[src/rtl/morse_timed_decoder.sv]
// -----------------------------------------------------------------------------
// morse_timed_decoder
//
// Decodes a raw Morse keying line into ASCII characters. Marks and gaps are
// timed in clock cycles against UNIT_CYCLES (one Morse unit):
//   mark  <  2U      -> dot, otherwise dash
//   gap   <  2U      -> intra-character gap
//   gap  ==  2U      -> character gap: decode and push the character
//   gap  ==  5U      -> word gap: push a space (0x20)
// Decoded bytes are buffered in a show-ahead FIFO with a valid/ready handshake.
//
// Optional feature macro: MORSE_DIGITS_EN
//   defined   : 5-symbol digit codes decode to '0'..'9'
//   undefined : every 5-symbol code decodes to '?' (0x3F) with err
//
// Ports
//   clk         single clock, rising edge
//   rst         asynchronous reset, active low
//   key_in      1 = key down (mark), synchronous to clk
//   char_data   ASCII byte at FIFO head, 0x00 when empty
//   char_valid  FIFO non-empty
//   char_ready  consumer accepts head when char_valid & char_ready
//   fifo_count  current FIFO occupancy
//   err         one-cycle pulse when an invalid code is pushed
//   overflow    sticky: a decoded byte was dropped on a full FIFO
// -----------------------------------------------------------------------------
module morse_timed_decoder #(
  parameter int UNIT_CYCLES = 4,
  parameter int CNT_W       = 8,
  parameter int FIFO_DEPTH  = 4
) (
  input  logic                          clk,
  input  logic                          rst,
  input  logic                          key_in,
  output logic [7:0]                    char_data,
  output logic                          char_valid,
  input  logic                          char_ready,
  output logic [$clog2(FIFO_DEPTH):0]   fifo_count,
  output logic                          err,
  output logic                          overflow
);

  localparam int AW = $clog2(FIFO_DEPTH);

  localparam logic [CNT_W-1:0] CNT_MAX   = '1;
  localparam logic [CNT_W-1:0] CNT_ONE   = CNT_W'(1);
  localparam logic [CNT_W-1:0] DASH_MIN  = CNT_W'(2 * UNIT_CYCLES);
  localparam logic [CNT_W-1:0] CHAR_GAP  = CNT_W'(2 * UNIT_CYCLES);
  localparam logic [CNT_W-1:0] WORD_GAP  = CNT_W'(5 * UNIT_CYCLES);
  localparam logic [AW:0]      FIFO_FULL = (AW + 1)'(FIFO_DEPTH);

  // A symbol length of 6 flags a character that received too many symbols.
  localparam logic [2:0] LEN_MAX_OK  = 3'd5;
  localparam logic [2:0] LEN_INVALID = 3'd6;

  typedef enum logic [1:0] {
    IDLE,
    MARK,
    GAP,
    WGAP
  } state_t;

  state_t           state;
  logic [CNT_W-1:0] cnt;
  logic [CNT_W-1:0] cnt_inc;
  logic [2:0]       sym_len;
  logic [4:0]       sym_code;

  logic             push_req;
  logic [7:0]       push_data;
  logic             push_bad;
  logic             push_ok;
  logic             pop;
  logic             full;
  logic [8:0]       dec;

  logic [7:0]       mem [FIFO_DEPTH];
  logic [AW-1:0]    wr_ptr;
  logic [AW-1:0]    rd_ptr;

  // ---------------------------------------------------------------------------
  // Code decode. Symbols enter at bit 0 and move up, so the first symbol of an
  // n-symbol character sits at bit n-1; unused upper code bits stay zero.
  // Returns {invalid, ascii}.
  // ---------------------------------------------------------------------------
  function automatic logic [8:0] decode(input logic [2:0] len, input logic [4:0] code);
    logic [8:0] r;
    r = {1'b1, 8'h3F};
    case ({len, code})
      8'b001_00000: r = {1'b0, 8'h45}; // E .
      8'b001_00001: r = {1'b0, 8'h54}; // T -
      8'b010_00000: r = {1'b0, 8'h49}; // I ..
      8'b010_00001: r = {1'b0, 8'h41}; // A .-
      8'b010_00010: r = {1'b0, 8'h4E}; // N -.
      8'b010_00011: r = {1'b0, 8'h4D}; // M --
      8'b011_00000: r = {1'b0, 8'h53}; // S ...
      8'b011_00001: r = {1'b0, 8'h55}; // U ..-
      8'b011_00010: r = {1'b0, 8'h52}; // R .-.
      8'b011_00011: r = {1'b0, 8'h57}; // W .--
      8'b011_00100: r = {1'b0, 8'h44}; // D -..
      8'b011_00101: r = {1'b0, 8'h4B}; // K -.-
      8'b011_00110: r = {1'b0, 8'h47}; // G --.
      8'b011_00111: r = {1'b0, 8'h4F}; // O ---
      8'b100_00000: r = {1'b0, 8'h48}; // H ....
      8'b100_00001: r = {1'b0, 8'h56}; // V ...-
      8'b100_00010: r = {1'b0, 8'h46}; // F ..-.
      8'b100_00100: r = {1'b0, 8'h4C}; // L .-..
      8'b100_00110: r = {1'b0, 8'h50}; // P .--.
      8'b100_00111: r = {1'b0, 8'h4A}; // J .---
      8'b100_01000: r = {1'b0, 8'h42}; // B -...
      8'b100_01001: r = {1'b0, 8'h58}; // X -..-
      8'b100_01010: r = {1'b0, 8'h43}; // C -.-.
      8'b100_01011: r = {1'b0, 8'h59}; // Y -.--
      8'b100_01100: r = {1'b0, 8'h5A}; // Z --..
      8'b100_01101: r = {1'b0, 8'h51}; // Q --.-
`ifdef MORSE_DIGITS_EN
      8'b101_11111: r = {1'b0, 8'h30}; // 0 -----
      8'b101_01111: r = {1'b0, 8'h31}; // 1 .----
      8'b101_00111: r = {1'b0, 8'h32}; // 2 ..---
      8'b101_00011: r = {1'b0, 8'h33}; // 3 ...--
      8'b101_00001: r = {1'b0, 8'h34}; // 4 ....-
      8'b101_00000: r = {1'b0, 8'h35}; // 5 .....
      8'b101_10000: r = {1'b0, 8'h36}; // 6 -....
      8'b101_11000: r = {1'b0, 8'h37}; // 7 --...
      8'b101_11100: r = {1'b0, 8'h38}; // 8 ---..
      8'b101_11110: r = {1'b0, 8'h39}; // 9 ----.
`endif
      default:      r = {1'b1, 8'h3F};
    endcase
    return r;
  endfunction

  assign cnt_inc = (cnt == CNT_MAX) ? CNT_MAX : cnt + CNT_ONE;
  assign dec     = decode(sym_len, sym_code);

  // Push request is combinational so the byte lands in the FIFO on the same
  // edge that samples the final low of the char or word gap.
  // NOTE: combinational blocks use blocking '=' and give every output a
  // default first, so no path leaves a value held and no latch is inferred.
  always_comb begin
    push_req  = 1'b0;
    push_data = 8'h00;
    push_bad  = 1'b0;
    if (!key_in) begin
      if (state == GAP && cnt_inc == CHAR_GAP) begin
        push_req  = 1'b1;
        push_data = dec[7:0];
        push_bad  = dec[8];
      end else if (state == WGAP && cnt_inc == WORD_GAP) begin
        push_req  = 1'b1;
        push_data = 8'h20;
      end
    end
  end

  // ---------------------------------------------------------------------------
  // Timing FSM
  // ---------------------------------------------------------------------------
  // NOTE: clocked blocks use non-blocking '<=' so every register samples the
  // pre-edge values of the others, independent of statement order.
  always_ff @(posedge clk or negedge rst) begin
    if (!rst) begin
      state    <= IDLE;
      cnt      <= '0;
      sym_len  <= '0;
      sym_code <= '0;
    end else begin
      case (state)
        IDLE: begin
          if (key_in) begin
            state <= MARK;
            cnt   <= CNT_ONE;
          end
        end

        MARK: begin
          if (key_in) begin
            cnt <= cnt_inc;
          end else begin
            // Classify the finished mark; past five symbols the character is
            // poisoned and later symbols are ignored until the char gap.
            if (sym_len < LEN_MAX_OK) begin
              sym_code <= {sym_code[3:0], (cnt >= DASH_MIN)};
              sym_len  <= sym_len + 3'd1;
            end else begin
              sym_len  <= LEN_INVALID;
            end
            state <= GAP;
            cnt   <= CNT_ONE;
          end
        end

        GAP: begin
          if (key_in) begin
            state <= MARK;
            cnt   <= CNT_ONE;
          end else begin
            cnt <= cnt_inc;
            if (cnt_inc == CHAR_GAP) begin
              state    <= WGAP;
              sym_len  <= '0;
              sym_code <= '0;
            end
          end
        end

        WGAP: begin
          if (key_in) begin
            state <= MARK;
            cnt   <= CNT_ONE;
          end else if (cnt_inc == WORD_GAP) begin
            state <= IDLE;
            cnt   <= '0;
          end else begin
            cnt <= cnt_inc;
          end
        end

        default: begin
          state <= IDLE;
          cnt   <= '0;
        end
      endcase
    end
  end

  // ---------------------------------------------------------------------------
  // Output FIFO (show-ahead)
  // ---------------------------------------------------------------------------
  assign char_valid = (fifo_count != '0);
  assign full       = (fifo_count == FIFO_FULL);
  assign pop        = char_valid & char_ready;
  // A full FIFO still accepts a push when the head leaves in the same cycle.
  assign push_ok    = push_req & (~full | pop);
  assign char_data  = char_valid ? mem[rd_ptr] : 8'h00;

  // NOTE: the storage array has no reset; the pointers and count define which
  // entries are meaningful, and char_data is masked while the FIFO is empty.
  always_ff @(posedge clk) begin
    if (push_ok) begin
      mem[wr_ptr] <= push_data;
    end
  end

  always_ff @(posedge clk or negedge rst) begin
    if (!rst) begin
      wr_ptr     <= '0;
      rd_ptr     <= '0;
      fifo_count <= '0;
      err        <= 1'b0;
      overflow   <= 1'b0;
    end else begin
      err <= push_req & push_bad;
      if (push_req & full & ~pop) begin
        overflow <= 1'b1;
      end
      if (push_ok) begin
        wr_ptr <= wr_ptr + AW'(1);
      end
      if (pop) begin
        rd_ptr <= rd_ptr + AW'(1);
      end
      case ({push_ok, pop})
        2'b10:   fifo_count <= fifo_count + (AW + 1)'(1);
        2'b01:   fifo_count <= fifo_count - (AW + 1)'(1);
        default: fifo_count <= fifo_count;
      endcase
    end
  end

endmodule

[config.mk]
export PLATFORM = sky130hd
export DESIGN_NAME = morse_timed_decoder
export DESIGN_NICKNAME = d
export VERILOG_FILES = /design/src/rtl/morse_timed_decoder.sv
export SDC_FILE = /design/constraint.sdc
export NUM_CORES = 1
export LEC_CHECK = 0
export CAP_MARGIN = 20
export CORE_MARGIN = 5
export CORE_UTILIZATION = 30
export CTS_CLUSTER_DIAMETER = 200
export DETAILED_ROUTE_END_ITERATION = 12
export GPL_TIMING_DRIVEN = 0
export HOLD_SLACK_MARGIN = 0.12
export PLACE_DENSITY_LB_ADDON = 0.05
export SKIP_LAST_GASP = 1
export SYNTH_ARGS = -nofsm -noshare
export SYNTH_HDL_FRONTEND = slang
export SYNTH_SLANG_ARGS = --single-unit
[constraint.sdc]
create_clock -name clk -period 7.7 [get_ports clk]
set_clock_uncertainty 0.05 [all_clocks]
set_input_delay 1.54 -clock clk [delete_from_list [all_inputs] [get_ports clk]]
set_output_delay 1.54 -clock clk [all_outputs]
set_load 0.05 [all_outputs]
==> results of run 1 <==
flip-flops by register name, indices dropped and copies added, names as in the netlist, 2 cells and up:
register    flops
mem            28
cnt             8
sym_code        5
fifo_count      3
sym_len         3
rd_ptr          2
state           2
wr_ptr          2
kinds of logic (layout without fill, tap and decap cells):
kind of cell / Yosys count / count (layout) / synth area share (%)
AND/OR/NAND/NOR: 124 / 124 / 19.7
flip-flops: 55 / 55 / 44.9
AO/OA/AOI/OAI: 85 / 85 / 18.5
other: 1 / 1 / 0.111
adder cells (fa/ha/maj): 8 / 8 / 3.19
buffers and inverters: 36 / 58 / 4.82
multiplexers: 15 / 15 / 7.22
XOR/XNOR: 6 / 6 / 1.56
power by group through the flow:
stage | logic [uW] | registers [uW] | clock network [uW]
2_1_floorplan | 202 | 346 | 0
3_3_place_gp | 262 | 351 | 0
3_5_place_dp | 260 | 350 | 0
4_1_cts | 262 | 344 | 247
5_1_grt | 298 | 348 | 258
6_report | 262 | 344 | 239
final cells by class:
cell class	count	area [sq um]
repair buffers	14	135
well taps	140	175
fillers	1121	7100
clock buffers	5	125
multi-input cells	239	1700
plain buffers	24	118
clock inverters	3	27.5
inverters	12	45.0
flip-flops and latches	55	1520
metal layers:
layer	wire length (um)	part of all wire, %	track usage, %	up-vias
met5	0	0	0	-
met4	73	0.92	2.32	0
met3	215	2.7	2.07	6
met2	3760	47	19.6	32
met1	3880	49	17.2	1254
li1	-	-	-	1262
synth_stat cells (4+ instances only):
master / n
a21boi_0: 4
a21oi_1: 17
a31oi_1: 5
and2_1: 13
buf_2: 4
clkbuf_1: 15
dfrtp_1: 27
edfxtp_1: 28
ha_1: 7
inv_1: 12
mux2_2: 5
mux4_2: 7
nand2_1: 26
nand2b_1: 4
nand3_1: 12
nor2_1: 27
nor3_1: 9
o211ai_1: 4
o21ai_0: 19
or2_2: 4
xnor2_1: 4
final timing paths:
path                                  to  slack (ns)  cells after the start
max in group asynchronous         cnt[5]        5.92                      1
hold reg to reg                 overflow        0.42                      1
setup reg to reg           fifo_count[2]        4.27                     10
min in group asynchronous         cnt[2]        1.23                      1
setup / recovery            char_data[0]        3.49                      4
hold / removal                  overflow        0.42                      1
worst reg2reg max path, cell delays in order, from the launching register on:
cell,delay (ns)
dfrtp_1,0.48
ha_1,0.30
or4b_4,0.56
a211oi_2,0.28
nand2_2,0.12
a2111oi_4,0.38
buf_6,0.19
nor2_1,0.06
fa_1,0.41
o31a_2,0.36
o211ai_1,0.15
through the flow:
stage	utilization, %	setup slack, ns
after floorplan	-	4.07
after global placement	33.8	3.74
after detailed placement	33.7	3.70
after CTS	35.1	3.38
after global routing	35.1	3.34
final	35.1	3.49
==> impl_summary.txt, run 1 <==
----------------------------------------------------
[Synthesis]
  Dominant register cell in the synthesized netlist ... edfxtp_1
  Area fraction of the dominant cell type after synthesis ... around 25%
  Share of synthesized registers carrying an async set or reset ... 49.1%
  Number of flops mapped to enable cells by yosys ... 28
  Top post-synthesis cells by area ... edfxtp_1 (25%), dfrtp_1 (20%), mux4_2 (4.7%), nor2_1 (3.0%), nand2_1 (2.9%)
  Unique masters post-synth ... 71
  Number of flip-flops and latches in the synthesized netlist ... 55
  Count of yosys warnings during synthesis ... 0
  Cell taking the most area after synthesis ... edfxtp_1
  Synthesized Nets ... around 340
  Synthesized area divided by synthesized cell count ... slightly above 10 sq um
  Cells after Synth ... 330
  Netlist area before placement ... 3380 sq um
  Sequential area share after synthesis ... 44.9%

[GRT]
  Global-route usage over all layers ... 12.1%
  Global-route congestion overflow total ... 0
  Global-route wire length before repair ... approximately 13,000 um
  Maximum number of pins on one net before global-route repair ... 28
  Vias in the first global route ... approximately 2,500
  Antenna violations before repair ... 0

[Timing]
  Final Hold Slack ... roughly 0.42 ns
  Setup total negative slack ... 0 ns
  Minimum clock period after layout ... between 4 and 5 ns
  Actual transition at the worst max-transition pin ... about 0.95 ns
  Final Max Tran Viols ... 0
  Portion of the clock cycle consumed by the worst path in the final layout ... 54.7%
  Fmax achieved ... between 200 and 250 MHz
  Relative slew slack ... between 30% and 40%
  Final-report hold violation count ... 0
  RSZ-0062 raised after global routing ... false
  Final setup violating endpoints ... 0

[Setup path]
  Crit Reg-Reg Startpoint ... cnt[0]
  Worst stage delay on the critical path ... ~0.7 ns
  Worst path slowest cell ... clkdlybuf4s50_1
  Setup crit end kind ... primary output
  Worst setup path category ... reg2out
  Source of the critical timing path ... rd_ptr[0]
  Startpoint type of the worst setup path ... register
  Buffering stage count on the worst path with inverters included ... 2
  Arr. time, crit path ... ~2.6 ns
  Kind of cell adding the most delay to the critical path ... buffers and inverters
  Critical path, cell by cell ... clkbuf_1, mux4_2, and2_1, clkdlybuf4s50_1
  Required time at the endpoint of the critical path ... ~6.1 ns
  Maximum fanout encountered on the critical timing path ... 9

[Power and ir drop]
  Clock power share ... 28.3%
  Portion of total power attributed to combinational logic ... 31.0%
  Power share of the sequential group ... 40.7%
  Pwr/cell area ... 220 nW/um^2
  Cell-internal power ... roughly 550 uW
  Total net switching power ... between 200 and 300 uW
  Switching share of total power ... 34.4%
  Total Power ... between 800 and 900 uW
  Standby leakage power ... ~0.0015 uW
  Max IR drop VDD ... ~0.15 mV

[Outcome]
  Result of the run ... finished, final reports clean

[Final layout]
  Final instance area ... between 3000 and 4000 sq um
  Number of non-filler instances in the completed layout ... between 400 and 500
  Fraction of final layout cells with drive strength greater than 1 ... approximately 13%
  Diodes inserted ... 0
  Leading cell type in the layout, fill and taps excluded ... edfxtp_1
  Area growth, synth to finish ... 13.7%
  Top library cells by usage in the layout, fill and taps aside ... edfxtp_1 (28), nor2_1 (27), dfrtp_1 (27)
  Total Nets Final ... roughly 360

[Floorplanning]
  Count of standard-cell rows ... 38
  Die W ... 116 um
  Area of the die ... ~13,000 sq um
  Die Height ... about 120 um
  I/O pins ... 18
  Core Area ... between 10,000 and 15,000 sq um
  Initial core utilization ... a little under a third

[Clocking]
  Post CTS Setup Buffer Count ... 0
  Clock latency on the worst-skew pair ... 0.30 ns
  Number of buffers created by CTS ... 5
  Number of buffers on the longest clock path ... 2
  CTS hold repair buffers ... 0
  Sinks on Clock Net ... 55
  Post-cts gate resize count ... 0
  Post-CTS clock slew at the launch and capture registers of the worst setup and hold paths ... around 0.070 ns
  H-tree depth ... 2
  Master cell of the clock root buffer ... clkbuf_16
  TritonCTS clock tree ... done

[Placement]
  Count of buffers inserted at the top-level ports ... 14
  Area after DPL ... between 3000 and 4000 sq um
  Placed insts ... 484
  Gp weighted congestion ... between 0.7 and 0.8
  Half-perimeter wire length after detailed placement ... between 5000 and 6000 um

[Route]
  DR pass1 iterations ... 4
  Total DRC errors in the routed layout ... 0
  Total detailed-routing wirelength ... around 7900 um
  Antenna Violating Nets Remaining ... 0
  Vias after detailed routing ... 2,554
  Average routed wire per standard cell ... between 15 and 20 um
  Ratio of routed vias to standard cells ... between 5 and 6
  Initial detailed-routing violation count ... 278

[Min path]
  Worst hold start ... overflow
  Hold WC Path Type ... reg2reg

[Flow run]
  Max-cap violations ... 0

----------------------------------------------------
Note: power is estimated with default switching activity, not from simulation.
==> inputs of run 2 (changes only) <==
==> constraint.sdc (replaced) <==
create_clock -name clk -period 3.46 [get_ports clk]
set_clock_uncertainty 0.05 [all_clocks]
set_input_delay 0.692 -clock clk [delete_from_list [all_inputs] [get_ports clk]]
set_output_delay 0.692 -clock clk [all_outputs]
set_load 0.05 [all_outputs]
==> run 2 against run 1 <==
Compared with the run above: combinational power rose by 120%; die area did not move; highest routed layer unchanged; via count rose by 0.70%; sequential share of layout area fell by 0.34 points; count of clock-buffer cells in the layout did not move; critical path depth rose by 6; register-to-register slack got worse by 4.2 ns; global-route usage did not move; largest cell class unchanged.
==> impl_summary.txt, run 2 (synthesis gave the netlist of run 1 again) <==
----------------------------------------------------
[Floorplanning]
  Area of the die ... 13,500 sq um (unchanged)
  Die W ... 116 um (unchanged)
  Count of standard-cell rows ... 38 (unchanged)
  I/O pins ... 18 (unchanged)
  Core Area ... 10,900 sq um (unchanged)
  Initial core utilization ... 30.9% (unchanged)
  Die Height ... 116 um (unchanged)

[GRT]
  Global-route wire length before repair ... 13,000 um (unchanged)
  Antenna violations before repair ... 0 (unchanged)
  Global-route congestion overflow total ... 0 (unchanged)
  Maximum number of pins on one net before global-route repair ... 28 (unchanged)
  Vias in the first global route ... 2,511 (+0.24%)
  Global-route usage over all layers ... 12.1% (unchanged)

[Outcome]
  Result of the run ... finished, final reports clean

[Clocking]
  CTS hold repair buffers ... 0 (unchanged)
  H-tree depth ... 2 (unchanged)
  Number of buffers created by CTS ... 5 (unchanged)
  Post-CTS clock slew at the launch and capture registers of the worst setup and hold paths ... 0.08 ns (about the same)
  Master cell of the clock root buffer ... clkbuf_16
  TritonCTS clock tree ... done
  Clock latency on the worst-skew pair ... 0.29 ns (about the same)
  Number of buffers on the longest clock path ... 2 (unchanged)
  Sinks on Clock Net ... 55 (unchanged)

[Final layout]
  Top library cells by usage in the layout, fill and taps aside ... edfxtp_1 (28), nor2_1 (27), nand2_1 (26)
  Fraction of final layout cells with drive strength greater than 1 ... 14.4% (+1.6 points)
  Top register by number of flip-flops ... mem
  Diodes inserted ... 0 (unchanged)
  Largest registers ... mem x28, cnt x8, sym_code x5
  Leading cell type in the layout, fill and taps excluded ... edfxtp_1
  Total Nets Final ... 365 (+0.55%)
  Final instance area ... 3880 sq um (+1.0%)
  Number of flip-flops in the largest register ... 28 (unchanged)
  Area growth, synth to finish ... 14.9%

[Placement]
  Half-perimeter wire length after detailed placement ... 5680 um (unchanged)
  Gp weighted congestion ... 0.785 (unchanged)
  Pre-CTS setup slack ... 0.0566 ns (-3.65 ns)
  Count of buffers inserted at the top-level ports ... 14 (unchanged)
  Area after DPL ... 3690 sq um (unchanged)

[Timing]
  Final setup violating endpoints ... 0 (unchanged)
  Worst path setup slack after routing ... 0.120 ns (-3.37 ns)
  Final-report hold violation count ... 0 (unchanged)
  Portion of the clock cycle consumed by the worst path in the final layout ... between 90 and 100%
  Minimum clock period after layout ... around 3.3 ns
  Setup total negative slack ... 0 ns (unchanged)
  Final Max Tran Viols ... 0 (unchanged)
  Relative slew slack ... 41.2% (+4.7 points)
  Fmax achieved ... about 300 MHz
  Actual transition at the worst max-transition pin ... 0.860 ns (-0.0908 ns)

[Route]
  Initial detailed-routing violation count ... 224 (-19%)
  Ratio of routed vias to standard cells ... 5.21 (+0.30%)
  Total detailed-routing wirelength ... 7930 um (about the same)
  Total DRC errors in the routed layout ... 0 (unchanged)
  DR pass1 iterations ... 4 (unchanged)
  Vias after detailed routing ... 2,572 (+0.70%)
  Antenna Violating Nets Remaining ... 0 (unchanged)
  Average routed wire per standard cell ... 16.0 um (-0.44%)

[Setup path]
  Worst setup path category ... reg2reg
  Maximum fanout encountered on the critical timing path ... 10 (+1)
  Path depth of the worst reg2reg path ... 10 (unchanged)
  Reg-to-Reg End ... fifo_count[2]
  Setup crit end kind ... register
  Source of the critical timing path ... cnt[0]
  Crit Reg-Reg Startpoint ... cnt[0]
  Worst Setup EP ... fifo_count[2]
  Required time at the endpoint of the critical path ... 3.62 ns (-2.49 ns)
  Reg2reg setup slack ... 0.12 ns (-4.15 ns)
  Startpoint type of the worst setup path ... register
  Arr. time, crit path ... 3.50 ns (+0.88 ns)

[Power and ir drop]
  Max IR drop VDD ... 0.342 mV (+130%)
  Standby leakage power ... 0.00148 uW (+1.1%)
  Pwr/cell area ... 487 nW/um^2 (+120%)

[Flow run]
  Max-cap violations ... 0 (unchanged)

[Min path]
  Hold WC Path Type ... in2async

----------------------------------------------------
[run 2: how the worst min path moves through the flow]
stage	start	end	slack, ns	cells past startpoint
after CTS	rst	sym_len[1]	0.42	1
after detailed placement	overflow	overflow	0.40	1
after floorplan	rst	cnt[0]	0.35	0
after global routing	overflow	overflow	0.44	1
after global placement	overflow	overflow	0.40	1
final	rst	cnt[2]	0.40	1
[run 2: cell type report]
class | instances | area, sq um
fillers | 1119 | 7060
multi-input cells | 239 | 1720
flip-flops and latches | 55 | 1520
well taps | 140 | 175
repair buffers | 17 | 158
clock buffers | 5 | 125
plain buffers | 23 | 114
inverters | 12 | 45.0
clock inverters | 3 | 27.5
[run 2: through the flow]
stage	hold slack (ns)	cells	power [uW]	utilization (%)
finish	0.398	494	1890	35.5
global route	0.437	494	2020	35.5
CTS	0.417	491	1900	35.1
detailed placement	0.400	484	1360	33.7
global placement	0.397	484	1360	33.8
floorplan	0.346	330	1220	-
[run 2: routing by layer]
| metal | track usage [%] | wire length, um | part of all wire, % | vias up |
|---|---|---|---|---|
| met1 | 17.2 | 3850 | 49 | 1260 |
| met5 | 0 | 0 | 0 | - |
| li1 | - | - | - | 1264 |
| met4 | 2.32 | 40 | 0.50 | 0 |
| met2 | 19.6 | 3770 | 48 | 46 |
| met3 | 2.07 | 263 | 3.3 | 2 |
[run 2: where the power goes]
group,internal (uW),switching [uW],total [uW]
Sequential,722,61.9,784
Clock,277,254,531
Combinational,240,333,573
[run 2: critical path, stage by stage (launching register included)]
cell and delay, ns:
dfrtp_2 0.47, ha_2 0.24, or4b_4 0.56, a211oi_4 0.27
nand2_2 0.11, a2111oi_4 0.42, buf_6 0.16, nor2_1 0.05
fa_1 0.41, o31a_2 0.36, o211ai_1 0.15
[run 2: repair_timing]
action,4_1_cts,5_1_grt
setup endpoints to repair,2,10
setup buffers,0,3
gates resized for setup,0,5
pin swaps,0,1
==> inputs of run 3 (changes only) <==
--- a/config.mk
+++ b/config.mk
@@ -7,7 +7,7 @@
 export LEC_CHECK = 0
 export CAP_MARGIN = 20
 export CORE_MARGIN = 5
-export CORE_UTILIZATION = 30
+export CORE_UTILIZATION = 40
 export CTS_CLUSTER_DIAMETER = 200
 export DETAILED_ROUTE_END_ITERATION = 12
 export GPL_TIMING_DRIVEN = 0
==> run 3 against run 2 <==
Compared with the run above: global-route usage increased by 2.3 points; final cell count decreased by 7.3%; largest cell class unchanged; clock power decreased by 25%; largest power group unchanged; sequential share of layout area increased by 1.2 points.
==> impl_summary.txt, run 3 (synthesis gave the netlist of run 1 again) <==
----------------------------------------------------
[Setup path]
  Reg-to-Reg End ... fifo_count[2]
  Worst setup path category ... reg2reg
  Required time at the endpoint of the critical path ... 3.65 ns (+0.03 ns)
  Path depth of the worst reg2reg path ... 10 (unchanged)
  Startpoint type of the worst setup path ... register
  Crit Reg-Reg Startpoint ... cnt[0]
  Maximum fanout encountered on the critical timing path ... 10 (unchanged)
  Arr. time, crit path ... 3.57 ns (+0.07 ns)
  Worst Setup EP ... fifo_count[2]
  Setup crit end kind ... register
  Source of the critical timing path ... cnt[0]
  Reg2reg setup slack ... 0.08 ns (-0.04 ns)

[Clocking]
  CTS hold repair buffers ... 0 (unchanged)
  H-tree depth ... 2 (unchanged)
  Number of buffers created by CTS ... 5 (unchanged)
  Clock latency on the worst-skew pair ... 0.32 ns (+0.03 ns)
  TritonCTS clock tree ... done
  Number of buffers on the longest clock path ... 2 (unchanged)
  Post-CTS clock slew at the launch and capture registers of the worst setup and hold paths ... 0.12 ns (+0.04 ns)
  Sinks on Clock Net ... 55 (unchanged)
  Master cell of the clock root buffer ... clkbuf_8

[Final layout]
  Layout filler cell count ... 787 (-30%)
  Number of flip-flops in the largest register ... 28 (unchanged)
  Fraction of final layout cells with drive strength greater than 1 ... 14.2% (-0.24 points)
  Leading cell type in the layout, fill and taps excluded ... edfxtp_1
  Largest registers ... mem x28, cnt x8, sym_code x5
  Top register by number of flip-flops ... mem
  Final instance area ... 3760 sq um (-3.0%)
  Total Nets Final ... 364 (-0.27%)
  Multi-input gate area ... 1710 sq um (-0.51%)
  Footprint of the flip-flops and latches ... 1520 sq um (unchanged)
  Number of non-filler instances in the completed layout ... 458 (-7.3%)
  Diodes inserted ... 0 (unchanged)
  Area growth, synth to finish ... 11.5%
  Top library cells by usage in the layout, fill and taps aside ... edfxtp_1 (28), nor2_1 (27), nand2_1 (26)

[Route]
  Ratio of routed vias to standard cells ... 5.65 (+8.5%)
  DR pass1 iterations ... 4 (unchanged)
  Detailed-routed wire length on met3 ... 293 um (+11%)
  Total DRC errors in the routed layout ... 0 (unchanged)
  Total detailed-routing wirelength ... 7260 um (-8.5%)
  Vias after detailed routing ... 2,588 (+0.62%)
  Initial detailed-routing violation count ... 170 (-24%)
  M1 WL ... 3420 um (-11%)
  Antenna Violating Nets Remaining ... 0 (unchanged)
  Highest Signal Layer ... met4
  Met2 wire length ... 3430 um (-9.2%)
  Average routed wire per standard cell ... 15.8 um (-1.3%)

[GRT]
  Vias in the first global route ... 2,375 (-5.4%)
  Global-route wire length before repair ... 11,900 um (-8.9%)
  Maximum number of pins on one net before global-route repair ... 28 (unchanged)
  Antenna violations before repair ... 0 (unchanged)
  Global-route congestion overflow total ... 0 (unchanged)
  Global-route usage over all layers ... 14.4% (+2.3 points)

[Floorplanning]
  Count of standard-cell rows ... 33 (-13%)
  Initial core utilization ... 41.1% (+10 points)
  Die W ... 102 um (-12%)
  Area of the die ... 10,400 sq um (-23%)
  Core Area ... 8220 sq um (-25%)
  I/O pins ... 18 (unchanged)
  Die Height ... 102 um (-12%)

[Placement]
  Count of buffers inserted at the top-level ports ... 14 (unchanged)
  Gp weighted congestion ... 0.881 (+12%)
  Half-perimeter wire length after detailed placement ... 5100 um (-10%)
  Placed insts ... 449 (-7.2%)
  Area after DPL ... 3640 sq um (-1.2%)

[Power and ir drop]
  Pwr/cell area ... 461 nW/um^2 (-5.3%)
  Max IR drop VDD ... 0.238 mV (-30%)
  Standby leakage power ... 0.00145 uW (-2.2%)

[Timing]
  Portion of the clock cycle consumed by the worst path in the final layout ... 97.8% (+1.2 points)
  Relative slew slack ... 40.3% (-0.92 points)
  Final Max Tran Viols ... 0 (unchanged)
  Final setup violating endpoints ... 0 (unchanged)
  Setup total negative slack ... 0 ns (unchanged)
  Fmax achieved ... 296 MHz (-1.3%)
  Minimum clock period after layout ... 3.38 ns (+0.0431 ns)
  Actual transition at the worst max-transition pin ... 0.894 ns (+0.0337 ns)
  RSZ-0062 raised after global routing ... true
  Final Hold Slack ... 0.349 ns (-0.0483 ns)
  Final-report hold violation count ... 0 (unchanged)

[Flow run]
  Max-cap violations ... 0 (unchanged)

[Outcome]
  Result of the run ... finished, final reports clean

[Min path]
  Hold WC Path Type ... in2async

----------------------------------------------------
==> run 3: cell count changes in the layout (fill, tap and decap cells not counted) <==
cell,previous run,this run
buf_4,5,4
clkbuf_16,5,0
clkbuf_8,0,5
clkinv_4,0,1
clkinvlp_4,1,0
nor4b_2,0,1
nor4b_4,1,0
==> run 3: worst min path at each step <==
stage          startpoint  endpoint  slack (ns)  depth (start not counted)
5_1_grt               rst       err        0.41                          1
4_1_cts               rst       err        0.38                          1
2_1_floorplan         rst    cnt[0]        0.35                          0
3_3_place_gp     overflow  overflow        0.39                          1
6_report              rst       err        0.35                          1
3_5_place_dp     overflow  overflow        0.41                          1
==> run 3: area by class of cell <==
| class | count | share of cell area, % |
|---|---|---|
| Tap cell | 105 | 3.49 |
| Clock inverter | 3 | 0.764 |
| Multi-Input combinational cell | 239 | 45.4 |
| Buffer | 23 | 3.02 |
| Clock buffer | 5 | 1.83 |
| Timing Repair Buffer | 16 | 3.99 |
| Inverter | 12 | 1.20 |
| Sequential cell | 55 | 40.3 |
==> run 3: layer usage <==
| metal | up-vias | GRT usage [%] |
|---|---|---|
| met5 | - | 0 |
| met1 | 1267 | 19.9 |
| met2 | 52 | 23.4 |
| li1 | 1259 | - |
| met4 | 0 | 4.14 |
| met3 | 10 | 2.46 |
==> run 3: timing repair <==
item	CTS	global route
endpoints found under the setup margin	0	9
setup buffers	0	2
resized for setup	0	4
==> run 3: where the power goes <==
part / switching, uW / internal [uW] / total [uW]
sequential: 60.5 / 722 / 783
combinational: 319 / 237 / 557
clock: 244 / 152 / 396
total: 624 / 1110 / 1740
==> run 3: through the flow <==
step                      total power (uW)  utilization [%]  setup WS (ns)
after floorplan                       1220                -          0.262
after global placement                1350             44.4         0.0219
after detailed placement              1350             44.3         0.0574
after CTS                             1750             45.5       0.000628
after global routing                  1850             45.8        -0.0884
final                                 1740             45.8         0.0764
==> run 3: worst max-delay path, cell delays in order (launching register included) <==
cell and delay, ns:
dfrtp_2 0.47, ha_2 0.24, or4b_4 0.56, a211oi_4 0.29, nand2_2 0.11, a2111oi_4 0.41
buf_6 0.19, nor2_1 0.06, fa_1 0.42, o31a_2 0.36, o211ai_1 0.15
